--- src/rtl/regfile_dump_unit.sv ---
// regfile_dump_unit
// Walks every register of the register file through one combinational read
// port and streams (index, data) pairs over a valid/ready handshake.
// Each register takes one READ cycle (address out, data captured) followed
// by one or more SEND cycles (held until the consumer accepts it).

module regfile_dump_unit #(
    parameter int NUM_REGS = 32,
    parameter int ADDR_W   = 5,
    parameter int DATA_W   = 32
) (
    input  logic              clk,
    input  logic              rst_n,
    input  logic              start,
    input  logic              abort,
    output logic [ADDR_W-1:0] rd_add,
    input  logic [DATA_W-1:0] rd_data,
    output logic              out_valid,
    input  logic              out_ready,
    output logic [ADDR_W-1:0] out_index,
    output logic [DATA_W-1:0] out_data,
    output logic              busy,
    output logic              done
);

    localparam logic [1:0] S_IDLE   = 2'd0;
    localparam logic [1:0] S_READ   = 2'd1;
    localparam logic [1:0] S_SEND   = 2'd2;
    localparam logic [1:0] S_FINISH = 2'd3;

    // Terminal index is compared explicitly; the counter never wraps.
    localparam logic [ADDR_W-1:0] LAST_IDX = ADDR_W'(NUM_REGS - 1);

    logic [1:0]        r_state;
    logic [ADDR_W-1:0] r_cnt;
    logic [ADDR_W-1:0] r_out_index;
    logic [DATA_W-1:0] r_out_data;

    logic [1:0]        w_state_nxt;
    logic [ADDR_W-1:0] w_cnt_nxt;
    logic              w_accept;
    logic              w_last;

    // A transfer offered in the same cycle as abort does not count as accepted.
    assign w_accept = (r_state == S_SEND) && out_ready && !abort;
    assign w_last   = (r_cnt == LAST_IDX);

    // Next-state and counter update; abort overrides everything while busy.
    always_comb begin
        w_state_nxt = r_state;
        w_cnt_nxt   = r_cnt;
        case (r_state)
            S_IDLE: begin
                if (start && !abort) begin
                    w_state_nxt = S_READ;
                    w_cnt_nxt   = '0;
                end
            end
            S_READ: begin
                w_state_nxt = S_SEND;
            end
            S_SEND: begin
                if (w_accept) begin
                    if (w_last) begin
                        w_state_nxt = S_FINISH;
                    end else begin
                        w_state_nxt = S_READ;
                        w_cnt_nxt   = r_cnt + ADDR_W'(1);
                    end
                end
            end
            S_FINISH: begin
                w_state_nxt = S_IDLE;
                w_cnt_nxt   = '0;
            end
            default: begin
                w_state_nxt = S_IDLE;
                w_cnt_nxt   = '0;
            end
        endcase
        if (abort && (r_state != S_IDLE)) begin
            w_state_nxt = S_IDLE;
            w_cnt_nxt   = '0;
        end
    end

    // State and index counter registers.
    always_ff @(posedge clk or negedge rst_n) begin
        if (!rst_n) begin
            r_state <= S_IDLE;
            r_cnt   <= '0;
        end else begin
            r_state <= w_state_nxt;
            r_cnt   <= w_cnt_nxt;
        end
    end

    // Capture the register value at the end of READ; held through SEND so the
    // consumer sees stable data under backpressure without a re-read.
    always_ff @(posedge clk or negedge rst_n) begin
        if (!rst_n) begin
            r_out_index <= '0;
            r_out_data  <= '0;
        end else if ((r_state == S_READ) && !abort) begin
            r_out_index <= r_cnt;
            r_out_data  <= rd_data;
        end
    end

    // The read address is the registered counter: valid in READ, holds the
    // same index through SEND, and returns to 0 once the dump ends.
    assign rd_add    = r_cnt;
    assign out_index = r_out_index;
    assign out_data  = r_out_data;
    assign out_valid = (r_state == S_SEND);
    assign done      = (r_state == S_FINISH);
    assign busy      = (r_state != S_IDLE);

endmodule

--- config.mk ---
export PLATFORM = sky130hd
export DESIGN_NAME = regfile_dump_unit
export DESIGN_NICKNAME = d
export VERILOG_FILES = /design/src/rtl/regfile_dump_unit.sv
export SDC_FILE = /design/constraint.sdc
export NUM_CORES = 1
export LEC_CHECK = 0
export BUFFER_PORTS_ARGS = -buffer_cell sky130_fd_sc_hd__buf_2
export CAP_MARGIN = 20
export CORE_MARGIN = 2
export CORE_UTILIZATION = 40
export DETAILED_ROUTE_END_ITERATION = 8
export PLACE_DENSITY = 0.84
export SLEW_MARGIN = 20
export SYNTH_ARGS = -nofsm -noshare
export SYNTH_HDL_FRONTEND = slang
export SYNTH_SLANG_ARGS = --single-unit
--- constraint.sdc ---
create_clock -name clk -period 1.9 [get_ports clk]
set_clock_uncertainty 0.15 [all_clocks]
set_input_delay 0.38 -clock clk [delete_from_list [all_inputs] [get_ports clk]]
set_output_delay 0.38 -clock clk [all_outputs]
set_load 0.02 [all_outputs]
* Word-level counts from Yosys, hierarchy flattened
Cells that the tools add are included.
** Word-level totals
- Logic and storage cells :: 33
- Flip-flop bits (word level) :: 44
** Cells by class
- Equal/unequal tests :: 7
- Add/subtract/negate cells :: 1
- Muxes and demuxes :: 10
- Reduce and logical (&&, ||, !) cells :: 11
** Operators with widths (number)
- two-way mux 5 bit :: 4
- case mux 5 bit (3 select lines) :: 1
- two-way mux 2 bit :: 4
- case mux 2 bit (4 select lines) :: 1
- adder 5 x 1 -> 5 bit, second input constant :: 1
- == test 5 bit, second input constant :: 1
- logical AND 1 bit :: 5
- == test 2 bit, second input constant :: 2
- AND reduction 4 bit :: 1
- nonzero test 4 bit :: 1
- != test 3 x 1 -> 1 bit, second input constant :: 1
- != test 3 x 2 -> 1 bit, second input constant :: 1
- != test 3 bit, second input constant :: 1
- == test 2 x 1 -> 1 bit, second input constant :: 1
- zero test 2 bit :: 1
- AND reduction 2 bit :: 1
- nonzero test 2 bit :: 1
- zero test 1 bit :: 1

* Depth between registers and ports, before layout
Gate-level depths: netlist of the first run.
- Depth in word-level cells :: 6
- Depth in mapped cells :: 7
- Gate-level depth less buffers :: 7

* Worst setup path before layout of the first run
OpenSTA, ideal clock, no wires.
- Path type :: reg-to-reg
- Start :: register r_cnt[0], in the netlist rd_add[0]
- End :: register r_cnt[3], in the netlist rd_add[3]
- Arrival :: 1.787 ns
- Required time :: 1.629 ns
- Stages on the path, launching flop included :: 8
- Path slack :: -0.158 ns
- Period minus slack after synthesis :: 2.058 ns
- Cells stage by stage :: dfrtp_1 > ha_1 > and3_1 > ha_1 > nor2b_1 > nor3_2 > or2_4 > a22o_1
** Between the ends
- Word-level cells in the longest chain between the ends :: 5
** Ends and longest elaborated chain
- start: declaration :: line 35 : logic [ADDR_W-1:0] r_cnt;
- start signal: assignment :: line 94 : r_cnt <= w_cnt_nxt;
- adder 5 x 1 -> 5 bit :: line 68 : w_cnt_nxt = r_cnt + ADDR_W'(1);
- two-way mux 5 bit :: line 64 : if (w_last) begin
- two-way mux 5 bit :: line 63 : if (w_accept) begin
- case mux 5 bit (3 select lines) :: line 52 : case (r_state)
- two-way mux 5 bit :: line 81 : if (abort && (r_state != S_IDLE)) begin
Several ways; a longest one is shown, not always the timed one. The select of a mux whose other input is x is not followed.
A chain may end at the register's enable or synchronous reset.

* Worst setup path after layout of the first run
Ends and elaborated chain as after synthesis.

==> results of run 1 <==
## power by group through the flow
| stage | combinational [mW] | clock [mW] | sequential [mW] |
|---|---|---|---|
| 2_1_floorplan | 0.202 | 0 | 1.48 |
| 3_3_place_gp | 0.739 | 0 | 1.22 |
| 3_5_place_dp | 0.752 | 0 | 1.24 |
| 4_1_cts | 0.757 | 0.995 | 1.22 |
| 5_1_grt | 0.802 | 1.04 | 1.24 |
| 6_report | 0.746 | 0.966 | 1.22 |
## synthesized netlist by cell type, drive strengths merged
cell type,n,area [um2]
o21ai,6,30.02
nand2b,2,15.02
mux2i,1,10.01
nand3,1,5.000
nor3,2,15.01
o41ai,1,8.760
or3b,1,8.760
nand3b,1,7.510
nor2b,3,21.27
o31ai,1,7.510
mux2,37,416.7
a21o,1,7.510
nor4,1,6.260
a22o,1,8.760
or2,2,15.02
inv,1,3.750
ha,2,25.02
o22ai,1,20.02
and3,1,6.260
buf,4,38.78
nor2,3,27.53
dfrtp,44,1101
nand2,3,11.26
and2,1,6.260
## metal layers
metal	up-vias	wire [um]	share of wire	global-route usage
li1	611	-	-	-
met1	635	1509	0.43	0.1846
met2	47	1740	0.50	0.2356
met3	5	204	0.058	0.04079
met4	0	46	0.013	0.04822
met5	-	0	0	0
## critical path, delay by kind of cell (launching register included)
kind,cells,cell delay [ns]
simple gates,4,0.63
flops,1,0.44
fa+ha+maj,2,0.33
compound gates,1,0.21
## sequential cells by signal (all words and copies together) (netlist names)
register / flops
rd_add: 5
r_state: 2
out_data: 32
out_index: 5
## layout make-up
cell class	count	area, um2	share of cell area
Timing Repair Buffer	87	478.0	0.1882
Multi-Input combinational cell	72	730.7	0.2877
Tap cell	52	65.06	0.02562
Clock inverter	3	90.09	0.03547
Sequential cell	44	1104	0.4345
Clock buffer	5	68.82	0.02709
Inverter	1	3.754	0.001478
## cells in the final DEF, fill, tap and decap left out, types with 2 or more instances in the layout
cell type / netlist / layout
buf_12: 0 / 2
buf_2: 1 / 81
buf_4: 0 / 3
bufinv_16: 0 / 3
clkbuf_8: 0 / 5
dfrtp_1: 44 / 42
dfrtp_2: 0 / 2
ha_4: 0 / 2
mux2_1: 30 / 30
mux2_2: 7 / 7
nand2_1: 3 / 3
nor2_1: 2 / 2
o21ai_0: 3 / 3
o21ai_1: 3 / 3
## cells by family after synthesis
kind of cell	after synthesis	share of synthesized area
DFF	44	0.6040
muxes	38	0.2340
and+or+nand+nor	21	0.07963
AOI/OAI and AO/OA	11	0.04530
buffers and inverters	5	0.02333
adders and majority gates	2	0.01372
## stage by stage
stage / setup slack, ns / utilization / setup TNS [ns] / instance area [um2] / hold slack (ns)
final: 0.03224 / 0.5793 / 0 / 2540 / 0.1454
after CTS: 0.01080 / 0.5759 / 0 / 2525 / 0.1341
after detailed placement: 0.007039 / 0.5314 / 0 / 2330 / 0.2429
after global placement: 0.04460 / 0.5314 / 0 / 2330 / 0.2263
after floorplan: 0.008565 / - / 0 / 1843 / -0.06559
after global routing: -0.01160 / 0.5793 / -0.01160 / 2540 / 0.1294
## worst max-delay path by stage
stage,cells after the start,slack (ns),start,end
global route,7,-0.01,rd_add[0]$_DFFE_PN0P_,rd_add[3]$_DFFE_PN0P_
floorplan,7,0.009,rd_add[0]$_DFFE_PN0P_,rd_add[3]$_DFFE_PN0P_
global placement,7,0.04,rd_add[1]$_DFFE_PN0P_,rd_add[3]$_DFFE_PN0P_
CTS,7,0.01,rd_add[1]$_DFFE_PN0P_,rd_add[3]$_DFFE_PN0P_
detailed placement,7,0.007,rd_add[1]$_DFFE_PN0P_,rd_add[3]$_DFFE_PN0P_
finish,7,0.03,rd_add[0]$_DFFE_PN0P_,rd_add[3]$_DFFE_PN0P_
## repair_timing
action	4_1_cts	5_1_grt
resized for setup	4	1
setup buffers	0	1
endpoints found under the hold margin	22	0
setup endpoints to repair	1	2
pin swaps	1	3
cloned	0	0
hold buffers	1	0
==> results.md, run 1 <==
- Total grt overflow: 0
- Final Net Count: 250
- Final setup violation count: 0
- First-pass GRT wire length: 5699 um
- Via density: 4.917
- Die Y: between 70 and 80 um
- Pwr Density: 1153 nW/um2
- ANT cells: 0
- Hold Path Sink: out_data[0]$_DFFE_PN0P_
- Clk Tree Root Cell: clkbuf_8
- Vias in the first global route: 1245
- Die ar.: about 5000 um2
- Worst-Skew Late Latency: 0.29 ns
- Critical-path cell list: ha_4, and3_4, ha_4, nor2b_4, nor3_4, or2_4, a22o_1
- RSZ-0062 raised after global routing: true
- WS Path Type: flop to flop
- Sequential share of the synthesized area: 0.6040
- Dpl cells: approximately 250
- Worst setup EP type: flop
- Max Slew Vio Count: 0
- Maximum clock rate: 535.4 MHz
- Setup slack, reg-to-reg: 0.03 ns
- Syn Inst Count: about 120
- Via total after detailed routing: 1298
- Max clock buf depth: 2
- CTS tree: yes
- Clock share of power: 0.330
- Slowest cell on the critical path: dfrtp_2
- ANT nets after route: 0
- FF-to-FF path depth: 7
- Net Count, Synth: 160
- H-tree depth: 2
- Syn-to-layout area delta: 39.33%
- Die width: 71.51 um
- DP Wirelength: approximately 2600 um
- Mapped cell area: 1823 um2
- Final min period: 1.868 ns
- Switching Fraction: 0.2857
- Kind of start point of the critical path: flop
- Final instance count without filler cells: about 260
- Final period util: 0.9830
- Share of layout cells above drive strength 1: 0.5425
- Critical path data required time: 1.94 ns
- Pin count of the biggest net entering global routing: 38
- Residual DRC count: 0
- Slew @ Worst Pin: 0.5357 ns
- Hold Crit Class: input port to flop
- Gpl congestion: 0.7894
- I/O pin total: 82
- TritonRoute pass-1 iters: 4
- Hold path depth: 2
- I/O Buffers: between 80 and 90
- Slew headroom: 0.6429
- Hold Violations, Final: 0
- Crit-path max cell delay: 0.44 ns
- Initial antenna violation count: 0
- Final WL: about 3500 um
- Yosys cell types: 32
- Worst-path clk slew: 0.09 ns
- Initial DRC count: 32
- Layout filler cell count: 361
- Max-cap violations: 0
- CORE AREA: 4384 um2
- Gr usage total: 0.1438
- Mean Syn Cell Area: about 15 um2
- Peak VDD IR: 0.0005904 V
- P_int: 2.091 mW
- Sequential share of power: 0.415
- Yosys warns: 0
- Power Total: 2.928 mW
- Initial Utilization: 0.4158
- CP dominant cell by count: ha_4
- Sw power: 0.8364 mW
- Clk sink count: 44
- Comb pwr share: 0.255
- Row count: 24
- Wire per inst: 13.27 um
- Run status: complete, no violations
- Reg2reg end: rd_add[3]$_DFFE_PN0P_
- Reg-to-Reg Start: rd_add[0]$_DFFE_PN0P_
- Flops & latches, synth: 44
- CP arrival: 1.91 ns
- Leakage: 1.289 nW
- Crit Path Max Fanout: 6
- Number of buffers created by CTS: 5
- Hold Crit Start: rd_data[0]
Note: power is estimated with default switching activity, not from simulation.
==> run 2, diff against run 1 <==
--- a/config.mk
+++ b/config.mk
@@ -10,7 +10,7 @@
 export CORE_MARGIN = 2
 export CORE_UTILIZATION = 40
 export DETAILED_ROUTE_END_ITERATION = 8
-export PLACE_DENSITY = 0.84
+export PLACE_DENSITY = 0.82
 export SLEW_MARGIN = 20
 export SYNTH_ARGS = -nofsm -noshare
 export SYNTH_HDL_FRONTEND = slang
==> constraint.sdc (replaced) <==
create_clock -name clk -period 2.4 [get_ports clk]
set_clock_uncertainty 0.15 [all_clocks]
set_input_delay 0.48 -clock clk [delete_from_list [all_inputs] [get_ports clk]]
set_output_delay 0.48 -clock clk [all_outputs]
set_load 0.02 [all_outputs]
==> run 2 against run 1 <==
  * Cell count fell by 1.5%
  * Die area did not move
  * Fmax fell by 11%
  * Power fell by 31%
  * Via count fell by 0.77%
==> results.md, run 2 (synthesis gave the netlist of run 1 again) <==
- Crit Path Max Fanout: 6 (unchanged)
- RSZ-0062 raised after global routing: false
- P_int: 1.363 mW (-35%)
- Reg-to-Reg Start: rd_add[0]$_DFFE_PN0P_
- Highest-count cells in the layout ignoring fill and taps: 81 x buf_2, 44 x dfrtp_1, 30 x mux2_1, 7 x mux2_2, 6 x clkbuf_8
- Peak VDD IR: 0.0003808 V (-35%)
- Worst setup EP type: flop
- Run status: complete, no violations
- First-pass GRT wire length: 5775 um (+1.3%)
- WS Path Type: flop to flop
- Fin area: 2372 um2 (-6.6%)
- TritonRoute pass-1 iters: 4 (unchanged)
- Max reg flops: 32 (unchanged)
- Clk Tree Root Cell: clkbuf_8
- Setup TNS: 0 ns (unchanged)
- Place WS: 0.3113 ns (+0.3043 ns)
- Leading cell type in the layout, fill and taps excluded: buf_2
- CP arrival: 2.12 ns (+0.21 ns)
- Sequential share of power: 0.480 (+0.065)
- Share of layout cells above drive strength 1: 0.4952 (-0.04726)
- FF+latch area: 1101 um2 (-0.23%)
- Wire per inst: 13.48 um (+1.6%)
- CP bufs+invs: 0 (unchanged)
- Worst-Skew Late Latency: 0.29 ns (about the same)
- Residual DRC count: 0 (unchanged)
- Number of buffers created by CTS: 5 (unchanged)
- Vias in the first global route: 1286 (+3.3%)
- ANT nets after route: 0 (unchanged)
- Post-route setup slack: 0.3110 ns (+0.2788 ns)
- H-tree depth: 2 (unchanged)
- CORE AREA: 4384 um2 (unchanged)
- Via total after detailed routing: 1288 (-0.77%)
- Hold Crit Class: input port to async pin
- Maximum clock rate: 478.7 MHz (-11%)
- Initial DRC count: 54 (+69%)
- Initial Utilization: 0.4158 (unchanged)
- Power Total: 2.008 mW (-31%)
- Critical-path cell list: ha_1, and3_1, ha_1, nor2b_1, nor3_2, or2_4, a22o_1
- Slew @ Worst Pin: 0.5379 ns (+0.002213 ns)
- Row count: 24 (unchanged)
- Final Net Count: 246 (-1.6%)
- Gpl congestion: 0.8733 (+11%)
- CP dominant cell by count: ha_1
- Max Slew Vio Count: 0 (unchanged)
- Total grt overflow: 0 (unchanged)
- Post-layout util: 0.5411 (-0.03824)
- Initial antenna violation count: 0 (unchanged)
- Crit-path max cell delay: 0.44 ns (about the same)
- Pin count of the biggest net entering global routing: 45 (+18%)
- Top delay family on crit path: simple AND/OR/NAND/NOR gates
- Final WL: 3504 um (about the same)
- Area occupied by multi-input gates: 679.4 um2 (-7.0%)
- Final min period: 2.089 ns (+0.2212 ns)
- Slew headroom: 0.6414 (-0.001475)
- Final period util: 0.8704 (-0.1126)
- I/O Buffers: 81 (unchanged)
- Max clock buf depth: 2 (unchanged)
- Critical path data required time: 2.43 ns (+0.49 ns)
- Setup slack, reg-to-reg: 0.31 ns (+0.28 ns)
- Leakage: 1.226 nW (-4.8%)
- Post-CTS Repair Setup Buffers: 0 (unchanged)
- Pwr Density: 846.6 nW/um2 (-27%)
- Comb pwr share: 0.288 (+0.033)
- Syn-to-layout area delta: 30.13%
- DP Wirelength: 2564 um (-0.77%)
- Hold Violations, Final: 0 (unchanged)
- ANT cells: 0 (unchanged)
- Max-cap violations: 0 (unchanged)
- Via density: 4.954 (+0.76%)
- Placed instance area: 2282 um2 (-2.0%)
- Switching Fraction: 0.3215 (+0.03581)
- CTS tree: yes
- Reg2reg end: rd_add[3]$_DFFE_PN0P_
- Worst-path clk slew: 0.08 ns (about the same)
- CTS Hold Bufs: 0 (-1)
- Die width: 71.51 um (unchanged)
- Final setup violation count: 0 (unchanged)
- Kind of start point of the critical path: flop
- Post-CTS Resized: 0 (-4)
- Die Y: 71.51 um (unchanged)
- Gr usage total: 0.1459 (+0.002010)
- Sw power: 0.6457 mW (-23%)
- I/O pin total: 82 (unchanged)
- Layout filler cell count: 404 (+12%)
- Slowest cell on the critical path: dfrtp_1
- Die ar.: 5114 um2 (unchanged)
- FF-to-FF path depth: 7 (unchanged)
- Clk sink count: 44 (unchanged)
- Clock share of power: 0.232 (-0.098)
[run 2: cell types whose count changed in the layout (fill, tap and decap cells not counted), moves of 2 or more]
cell | previous run | this run
dfrtp_1 | 42 | 44
clkbuf_1 | 0 | 2
bufinv_16 | 3 | 0
ha_4 | 2 | 0
dfrtp_2 | 2 | 0
buf_4 | 3 | 1
ha_1 | 0 | 2
[run 2: per-layer routing]
layer	vias up	GRT usage	part of all wire
li1	600	-	-
met2	53	0.2397	0.48
met5	-	0	0
met3	6	0.03938	0.072
met4	0	0.07338	0.015
met1	629	0.1769	0.44
[run 2: final cells by class]
class                      count  share of cell area
timing repair buffer          83              0.1825
clock buffer                   8             0.03797
inverter                       1            0.001582
sequential                    44              0.4641
multi-input combinational     72              0.2864
tap                           52             0.02743
[run 2: power by group through the flow]
stage / registers, mW / logic, mW / clock network (mW)
4_1_cts: 0.967 / 0.590 / 0.488
6_report: 0.964 / 0.578 / 0.466
5_1_grt: 0.987 / 0.624 / 0.515
3_5_place_dp: 0.981 / 0.589 / 0
3_3_place_gp: 0.971 / 0.579 / 0
2_1_floorplan: 1.17 / 0.160 / 0
[run 2: through the flow]
stage	cells	hold slack, ns
floorplan	121	0.03441
global placement	252	0.3141
detailed placement	252	0.3199
CTS	260	0.1177
global route	260	0.1468
finish	260	0.09743
[run 2: worst max-delay path by stage]
stage / from / to / slack [ns] / depth (start not counted)
4_1_cts: rd_add[0]$_DFFE_PN0P_ / rd_add[3]$_DFFE_PN0P_ / 0.32 / 7
3_3_place_gp: rd_add[0]$_DFFE_PN0P_ / rd_add[3]$_DFFE_PN0P_ / 0.39 / 7
5_1_grt: rd_add[0]$_DFFE_PN0P_ / rd_add[3]$_DFFE_PN0P_ / 0.15 / 7
2_1_floorplan: rd_add[0]$_DFFE_PN0P_ / rd_add[3]$_DFFE_PN0P_ / 0.34 / 7
6_report: rd_add[0]$_DFFE_PN0P_ / rd_add[3]$_DFFE_PN0P_ / 0.31 / 7
3_5_place_dp: rd_add[0]$_DFFE_PN0P_ / rd_add[3]$_DFFE_PN0P_ / 0.31 / 7
[run 2: worst reg2reg max path: cells and delay by family (launching register included)]
family	cells	cell delay [ns]
AO/OA/AOI/OAI	1	0.24
adder cells (fa/ha/maj)	2	0.43
flip-flops	1	0.44
AND/OR/NAND/NOR	4	0.73
==> run 3, diff against run 2 <==
--- a/config.mk
+++ b/config.mk
@@ -5,13 +5,13 @@
 export SDC_FILE = /design/constraint.sdc
 export NUM_CORES = 1
 export LEC_CHECK = 0
-export BUFFER_PORTS_ARGS = -buffer_cell sky130_fd_sc_hd__buf_2
+export BUFFER_PORTS_ARGS = -buffer_cell sky130_fd_sc_hd__buf_4
 export CAP_MARGIN = 20
 export CORE_MARGIN = 2
 export CORE_UTILIZATION = 40
+export CTS_CLUSTER_SIZE = 14
 export DETAILED_ROUTE_END_ITERATION = 8
 export PLACE_DENSITY = 0.82
-export SLEW_MARGIN = 20
 export SYNTH_ARGS = -nofsm -noshare
 export SYNTH_HDL_FRONTEND = slang
 export SYNTH_SLANG_ARGS = --single-unit
==> run 3 against run 2 <==
  * Register-to-register slack improved by 0.02 ns
  * Highest routed layer unchanged
  * Sequential cell count did not move
  * Critical path depth did not move
  * Hold slack worse by 0.075 ns
  * Largest cell class unchanged
  * Sequential share of layout area down 3.5 points
==> results.md, run 3 (synthesis gave the netlist of run 1 again) <==
- First-pass GRT wire length: 5720 um (-0.95%)
- Reg2reg end: rd_add[3]$_DFFE_PN0P_
- I/O Buffers: 81 (unchanged)
- Initial antenna violation count: 0 (unchanged)
- TritonRoute pass-1 iters: 4 (unchanged)
- Worst-path clk slew: 0.08 ns (about the same)
- Placed instance area: 2477 um2 (+8.6%)
- Max clock buf depth: 2 (unchanged)
- Kind of start point of the critical path: flop
- Clk sink count: 44 (unchanged)
- Residual DRC count: 0 (unchanged)
- Initial DRC count: 44 (-19%)
- Worst setup EP type: flop
- Post-CTS Resized: 0 (unchanged)
- H-tree depth: 2 (unchanged)
- Total grt overflow: 0 (unchanged)
- Reg-to-Reg Start: rd_add[0]$_DFFE_PN0P_
- Final period util: 0.8641 (-0.006295)
- Final setup violation count: 0 (unchanged)
- Wire per inst: 13.46 um (-0.10%)
- Crit Path Max Fanout: 6 (unchanged)
- DP Wirelength: 2623 um (+2.3%)
- Final WL: 3487 um (-0.49%)
- Pin count of the biggest net entering global routing: 45 (unchanged)
- Gpl congestion: 0.8506 (-2.6%)
- Fin area: 2567 um2 (+8.2%)
- Slew headroom: 0.6416 (about the same)
- Critical path data required time: 2.43 ns (about the same)
- Area occupied by multi-input gates: 679.4 um2 (unchanged)
- CTS Hold Bufs: 0 (unchanged)
- Via total after detailed routing: 1252 (-2.8%)
- Max reg flops: 32 (unchanged)
- Die width: 71.51 um (unchanged)
- Peak VDD IR: 0.0004559 V (+20%)
- Highest-count cells in the layout ignoring fill and taps: 81 x buf_4, 44 x dfrtp_1, 30 x mux2_1, 7 x mux2_2, 6 x clkbuf_8
- Pwr Density: 822.2 nW/um2 (-2.9%)
- FF-to-FF path depth: 7 (unchanged)
- Maximum clock rate: 482.2 MHz (+0.73%)
- CORE AREA: 4384 um2 (unchanged)
- CTS tree: yes
- Leakage: 1.278 nW (+4.2%)
- Hold Crit Class: input port to async pin
- Max Slew Vio Count: 0 (unchanged)
- ANT nets after route: 0 (unchanged)
- Max-cap violations: 0 (unchanged)
- Gr usage total: 0.1450 (-0.0008550)
- Via density: 4.834 (-2.4%)
- Run status: complete, no violations
- Number of buffers created by CTS: 5 (unchanged)
- Syn-to-layout area delta: 40.84%
- Row count: 24 (unchanged)
- Post-CTS Repair Setup Buffers: 0 (unchanged)
- Initial Utilization: 0.4158 (unchanged)
- Worst-Skew Late Latency: 0.28 ns (about the same)
- Clk Tree Root Cell: clkbuf_8
- Setup TNS: 0 ns (unchanged)
- Layout filler cell count: 383 (-5.2%)
- Slew @ Worst Pin: 0.5377 ns (-0.0002496 ns)
- Vias in the first global route: 1248 (-3.0%)
- RSZ-0062 raised after global routing: false
- Setup slack, reg-to-reg: 0.33 ns (+0.02 ns)
- I/O pin total: 82 (unchanged)
- Hold Violations, Final: 0 (unchanged)
- Final Net Count: 245 (-0.41%)
- Leading cell type in the layout, fill and taps excluded: buf_4
- WS Path Type: flop to flop
- Share of layout cells above drive strength 1: 0.4928 (-0.002439)
- Final min period: 2.074 ns (-0.01511 ns)
- FF+latch area: 1101 um2 (unchanged)
- Die Y: 71.51 um (unchanged)
- CP arrival: 2.10 ns (-0.02 ns)
- ANT cells: 0 (unchanged)
- Die ar.: 5114 um2 (unchanged)
-- run 3: cell count changes in the layout (fill, tap and decap cells not counted) --
cell / before / now
buf_2: 81 / 0
buf_4: 1 / 81
-- run 3: layer usage --
metal / vias up / global-route usage / wire (um)
li1: 600 / - / -
met1: 610 / 0.1854 / 1512
met3: 2 / 0.03376 / 202
met5: - / 0 / 0
met4: 0 / 0.06289 / 18
met2: 40 / 0.2366 / 1754
-- run 3: worst max path at each step --
stage,from,slack (ns),endpoint
2_1_floorplan,rd_add[0]$_DFFE_PN0P_,0.34,rd_add[3]$_DFFE_PN0P_
3_3_place_gp,rd_add[0]$_DFFE_PN0P_,0.39,rd_add[3]$_DFFE_PN0P_
3_5_place_dp,rd_add[0]$_DFFE_PN0P_,0.33,rd_add[3]$_DFFE_PN0P_
4_1_cts,rd_add[0]$_DFFE_PN0P_,0.33,rd_add[3]$_DFFE_PN0P_
5_1_grt,rd_add[0]$_DFFE_PN0P_,0.20,rd_add[3]$_DFFE_PN0P_
6_report,rd_add[0]$_DFFE_PN0P_,0.33,rd_add[3]$_DFFE_PN0P_
-- run 3: critical path: stages, from the launching register on --
cell,delay [ns]
dfrtp_1,0.43
ha_1,0.25
and3_1,0.19
ha_1,0.17
nor2b_1,0.17
nor3_2,0.10
or2_4,0.28
a22o_1,0.23
-- run 3: power by group --
group | internal (mW) | total, mW | switching, mW
Sequential | 0.895 | 0.970 | 0.0744
Combinational | 0.335 | 0.681 | 0.347
Clock | 0.235 | 0.460 | 0.225
-- run 3: stage by stage --
| step | setup WS, ns | utilization | power, mW | cells | hold WS [ns] |
|---|---|---|---|---|---|
| floorplan | 0.3425 | - | 1.334 | 121 | 0.03441 |
| global placement | 0.3902 | 0.5651 | 1.663 | 251 | 0.3196 |
| detailed placement | 0.3307 | 0.5651 | 1.681 | 251 | 0.3260 |
| CTS | 0.3260 | 0.5856 | 2.154 | 259 | 0.03968 |
| global route | 0.2001 | 0.5856 | 2.232 | 259 | 0.06485 |
| finish | 0.3261 | 0.5856 | 2.111 | 259 | 0.02248 |
-- run 3: final cells by class --
type / instances / area share
Clock buffer: 8 / 0.03509
Tap cell: 52 / 0.02534
Inverter: 1 / 0.001462
Timing Repair Buffer: 82 / 0.2446
Multi-Input combinational cell: 72 / 0.2646
Sequential cell: 44 / 0.4289
